**config.mk**
```make
export PLATFORM = sky130hd
export DESIGN_NAME = vector_instr_queue_flat
export DESIGN_NICKNAME = d
export VERILOG_FILES = /design/src/rtl/vector_instr_queue_if.sv /design/src/rtl/vector_instr_queue.sv /design/src/flat_wrapper.sv
export SDC_FILE = /design/constraint.sdc
export NUM_CORES = 1
export LEC_CHECK = 0
export ABC_AREA = 1
export BUFFER_PORTS_ARGS = -buffer_cell sky130_fd_sc_hd__buf_2
export CELL_PAD_IN_SITES_DETAIL_PLACEMENT = 1
export CELL_PAD_IN_SITES_GLOBAL_PLACEMENT = 2
export CORE_ASPECT_RATIO = 1.4
export CORE_MARGIN = 8
export CORE_UTILIZATION = 36
export CTS_CLUSTER_DIAMETER = 100
export DETAILED_ROUTE_END_ITERATION = 10
export PLACE_DENSITY_LB_ADDON = 0.1
export SYNTH_ARGS = -nofsm -noshare
export SYNTH_HDL_FRONTEND = slang
export SYNTH_SLANG_ARGS = --single-unit
```
**constraint.sdc**
```tcl
create_clock -name clk -period 5.9 [get_ports clk]
set_clock_uncertainty 0.15 [all_clocks]
set_input_delay 1.18 -clock clk [delete_from_list [all_inputs] [get_ports clk]]
set_output_delay 1.18 -clock clk [all_outputs]
set_load 0.1 [all_outputs]
```
**src/rtl/vector_instr_queue_if.sv**
```systemverilog
// vector_instr_queue_if: scalar-side push and scoreboard-side pop signals of the vector instruction queue.
interface vector_instr_queue_if #(
    parameter int DATA_FROM_SCALAR = 96,
    parameter int DEPTH = 4
);
    logic valid_scalar;
    logic [DATA_FROM_SCALAR-1:0] data_scalar;
    logic ready_scalar;
    logic flush;
    logic valid_fifo;
    logic [DATA_FROM_SCALAR-1:0] instruction_to_issue;
    logic pop_data;
    logic [$clog2(DEPTH+1)-1:0] occupancy;
    modport master (
        output valid_scalar, data_scalar, flush, pop_data,
        input ready_scalar, valid_fifo, instruction_to_issue, occupancy
    );
    modport slave (
        input valid_scalar, data_scalar, flush, pop_data,
        output ready_scalar, valid_fifo, instruction_to_issue, occupancy
    );
endinterface

```
**src/rtl/vector_instr_queue.sv**
```systemverilog
// vector_instr_queue: in-order packet FIFO from scalar core to vector scoreboard.
// Define VQ_BYPASS_EN for a combinational empty-queue bypass.
module vector_instr_queue #(
    parameter int DATA_FROM_SCALAR = 96,
    parameter int DEPTH = 4
) (
    input logic clk,
    input logic rst,
    vector_instr_queue_if.slave vq
);
    localparam int AW = $clog2(DEPTH);
    localparam int CW = $clog2(DEPTH+1);
    localparam logic [CW-1:0] FULL = CW'(DEPTH);
    logic [DATA_FROM_SCALAR-1:0] mem [DEPTH];
    logic [AW-1:0] rd_ptr, wr_ptr;
    logic [CW-1:0] count;
    logic empty, push, pop;
    assign empty = (count == '0);
    assign vq.ready_scalar = (count != FULL);
    assign vq.occupancy = count;
    assign pop = vq.pop_data & ~empty;
`ifdef VQ_BYPASS_EN
    logic bypass;
    assign bypass = empty & vq.valid_scalar;
    assign vq.valid_fifo = ~empty | vq.valid_scalar;
    assign vq.instruction_to_issue = bypass ? vq.data_scalar : mem[rd_ptr];
    // A bypassed packet taken by the scoreboard the same cycle never lands in storage
    assign push = vq.valid_scalar & vq.ready_scalar & ~(bypass & vq.pop_data);
`else
    assign vq.valid_fifo = ~empty;
    assign vq.instruction_to_issue = mem[rd_ptr];
    assign push = vq.valid_scalar & vq.ready_scalar;
`endif
    always_ff @(posedge clk) begin
        if (push && !vq.flush && !rst) mem[wr_ptr] <= vq.data_scalar;
    end
    always_ff @(posedge clk) begin
        if (rst || vq.flush) begin
            rd_ptr <= '0;
            wr_ptr <= '0;
            count <= '0;
        end else begin
            if (push) wr_ptr <= wr_ptr + 1'b1;
            if (pop) rd_ptr <= rd_ptr + 1'b1;
            count <= count + CW'(push) - CW'(pop);
        end
    end
endmodule

```
**src/flat_wrapper.sv**
```systemverilog
// flat-port wrapper written by rule: the top's interface ports become plain ports
module vector_instr_queue_flat 
#(
    parameter int DATA_FROM_SCALAR = 96,
    parameter int DEPTH = 4
)
  (clk, rst, vq_valid_scalar, vq_data_scalar, vq_flush, vq_pop_data, vq_ready_scalar, vq_valid_fifo, vq_instruction_to_issue, vq_occupancy);
  vector_instr_queue_if #(.DATA_FROM_SCALAR(DATA_FROM_SCALAR), .DEPTH(DEPTH)) vq_i ();
  input logic clk;
  input logic rst;
  input wire logic [$bits(vq_i.valid_scalar)-1:0] vq_valid_scalar;
  input wire logic [$bits(vq_i.data_scalar)-1:0] vq_data_scalar;
  input wire logic [$bits(vq_i.flush)-1:0] vq_flush;
  input wire logic [$bits(vq_i.pop_data)-1:0] vq_pop_data;
  output wire logic [$bits(vq_i.ready_scalar)-1:0] vq_ready_scalar;
  output wire logic [$bits(vq_i.valid_fifo)-1:0] vq_valid_fifo;
  output wire logic [$bits(vq_i.instruction_to_issue)-1:0] vq_instruction_to_issue;
  output wire logic [$bits(vq_i.occupancy)-1:0] vq_occupancy;
  assign vq_i.valid_scalar = vq_valid_scalar;
  assign vq_i.data_scalar = vq_data_scalar;
  assign vq_i.flush = vq_flush;
  assign vq_i.pop_data = vq_pop_data;
  assign vq_ready_scalar = vq_i.ready_scalar;
  assign vq_valid_fifo = vq_i.valid_fifo;
  assign vq_instruction_to_issue = vq_i.instruction_to_issue;
  assign vq_occupancy = vq_i.occupancy;
  vector_instr_queue #(.DATA_FROM_SCALAR(DATA_FROM_SCALAR), .DEPTH(DEPTH)) u_core (.clk(clk), .rst(rst), .vq(vq_i));
endmodule
```
==> results.json <==
{
  "status": "finished clean",
  "hold_viol": 0,
  "htree_levels": 2,
  "ios": 202,
  "cp-start-kind": "flop",
  "firstDrtPassIters": 6,
  "seq_area_frac_synth": 0.793,
  "period_minus_slack_ps": 4230,
  "grt_pass1_vias": 9815,
  "first_iter_violations": 419,
  "syn_avg_cell_area_um2": 14.8,
  "dieHeight_um": 256,
  "ys_ff_latch": 393,
  "hpwl_mm": 21.0,
  "drc": 0,
  "grt_max_degree": 193,
  "ys.flop_type": "edfxtp_1",
  "cts_tree": "yes",
  "synth_cell_type_count": 20,
  "cp_num_cells": 5,
  "placed_cell_area_um2": 16200,
  "yosysWarnings": 0,
  "min_from": "u_core.rd_ptr[0]",
  "tightest_slew_ps": 1020,
  "hold_path_depth": 2,
  "die-area_um2": 47900,
  "yosys-top-cells-count": "384 x edfxtp_1, 206 x nor2_1, 102 x o21ai_0",
  "fp.coreArea_um2": 40800,
  "rsz0062_at_grt": "false",
  "area_delta_synth_final_pct": 18.1,
  "nets": 1298,
  "ys_top_cells_by_area": "edfxtp_1 78%, nor2_1 5.2%, o22ai_1 4.1%, o21ai_0 3.5%, o21ai_1 3.1%",
  "end_kind": "output port",
  "maxSlewViolCount": 0,
  "syn-cell-area_um2": 14800,
  "post-route-period-util": 0.716,
  "ir_worst_vdd_uv": 163,
  "finalWorstSetupSlack_ps": 1670,
  "numCtsBuffers": 40,
  "r2r_cells": 5,
  "clockRootBuffer": "clkbuf_16",
  "hp-class": "reg -> reg",
  "pre_cts_ws_ps": 2090,
  "clock_path_buffers": 3,
  "p_per_area_nw_per_um2": 357,
  "clkTransAtPathRegs_ps": 60,
  "worstSkewPairLatency_ps": 530,
  "totalWireLength_mm": 36.9,
  "synth_cells": 996,
  "io_buffers": 201,
  "crit_arrival_ps": 2900,
  "synth_top_area_frac": 0.781,
  "start_util": 0.362,
  "instances_no_fill": 1765,
  "post_drt_wl_per_cell_um": 20.9,
  "grt_pass1_wl_mm": 57.1,
  "cp_num_buf_inv": 3,
  "syn_nets": 1104,
  "path_cells": "inv_6, buf_4, o21ai_0, o22ai_1, buf_2",
  "track_usage": 0.153,
  "max_stage_delay_ps": 610,
  "async_flop_share": 0,
  "setup_viol_count_final": 0,
  "fmax_mhz": 237,
  "finalSetupTns_ps": 0,
  "drt-vias-per-instance": 5.00,
  "cts_resized": 0,
  "fp.dieW_um": 187,
  "postCtsSetupBuffers": 0,
  "gp_congestion": 0.681,
  "relSlewSlack": 0.319,
  "postCtsHoldBufs": 0,
  "crit_type": "reg -> out",
  "synth_edf_count": 384,
  "yosys.area.top_type": "edfxtp_1",
  "cp.required_ps": 4570,
  "crit_path_max_fanout": 113,
  "placed_cells": 1688,
  "worstReg2RegStart": "u_core.vq.occupancy[1]",
  "critical-path-slowest-cell": "inv_6",
  "cts.sinks": 393,
  "antenna_found_initial": 7,
  "max_cap_violations": 0,
  "fillers": 4205,
  "layout-drive-gt1-share": 0.229,
  "crit_family": "buffers and inverters",
  "overflow": 0,
  "via_count": 8825,
  "antenna_left": 0,
  "total_leakage_power_nw": 6.01,
  "design_area_um2": 17400,
  "rows": 88,
  "finalHoldWorstSlack_ps": 350,
  "synth.most_common_cell": "edfxtp_1"
}
==> where the power goes <==
| part | switching, W | leakage (nW) | internal (W) |
|---|---|---|---|
| Combinational | 0.000606 | 1.86 | 0.000112 |
| Clock | 0.00102 | 0.611 | 0.00137 |
| Sequential | 0.0000123 | 3.54 | 0.00311 |
| Total | 0.00163 | 6.01 | 0.00459 |
==> metrics by stage <==
step | total power [W] | utilization
after floorplan | 0.00375 | -
after global placement | 0.00390 | 0.397
after detailed placement | 0.00391 | 0.397
after CTS | 0.00633 | 0.427
after global routing | 0.00646 | 0.427
final | 0.00622 | 0.427
==> flip-flops by register name (all words and copies together) (netlist names), named ones only <==
register,flops
u_core.mem,384
u_core.vq.occupancy,3
u_core.rd_ptr,2
u_core.wr_ptr,2
==> layer usage <==
layer	global-route usage	wire [µm]
met5	0	27
met4	0.0484	922
met3	0.0322	1780
met2	0.279	19200
met1	0.178	15000
==> area by class of cell <==
cell class	instances	area, µm²	area share
sequential	393	11700	0.672
multi-input combinational	524	2570	0.147
timing repair buffer	214	1170	0.0669
clock buffer	49	1070	0.0611
tap	540	676	0.0387
clock inverter	24	169	0.00968
inverter	17	70.1	0.00402
antenna	4	10.0	0.000574
==> path summary, 6_finish.rpt <==
kind | end | slack, ps
setup / recovery | vq_instruction_to_issue[94] | 1670
hold / removal | u_core.rd_ptr[0] | 350
setup reg to reg | u_core.mem[3][58] | 3100
hold reg to reg | u_core.rd_ptr[0] | 350
==> worst reg2reg max path: stages (launching register included) <==
cell and delay [ps]:
dfxtp_1 440, nor2_1 120, a21boi_0 330, nand2_1 330, nor2_4 590, buf_4 500
==> layout by cell type, fill, tap and decap left out, types with 5 or more instances in the layout <==
| cell type | Yosys | final |
|---|---|---|
| o21ai_1 | 91 | 91 |
| inv_1 | 15 | 15 |
| ha_1 | 6 | 6 |
| clkinv_1 | 0 | 9 |
| clkbuf_16 | 0 | 41 |
| buf_2 | 11 | 201 |
| clkinv_2 | 0 | 11 |
| nor2_1 | 206 | 202 |
| buf_4 | 9 | 8 |
| o22ai_1 | 96 | 96 |
| buf_12 | 0 | 5 |
| dfxtp_1 | 9 | 7 |
| clkbuf_1 | 14 | 7 |
| edfxtp_1 | 384 | 384 |
| o21ai_0 | 102 | 102 |
| nand2_1 | 12 | 12 |
==> cells by family (layout without fill, tap and decap cells) <==
logic type | count (synthesis) | count (layout) | share of synthesized area
other | 0 | 4 | 0
and+or+nand+nor | 221 | 221 | 0.0564
buffers and inverters | 79 | 304 | 0.0352
adders and majority gates | 7 | 7 | 0.00644
AOI/OAI and AO/OA | 296 | 296 | 0.109
DFF | 393 | 393 | 0.793
Power figures use the tool's default switching activity.
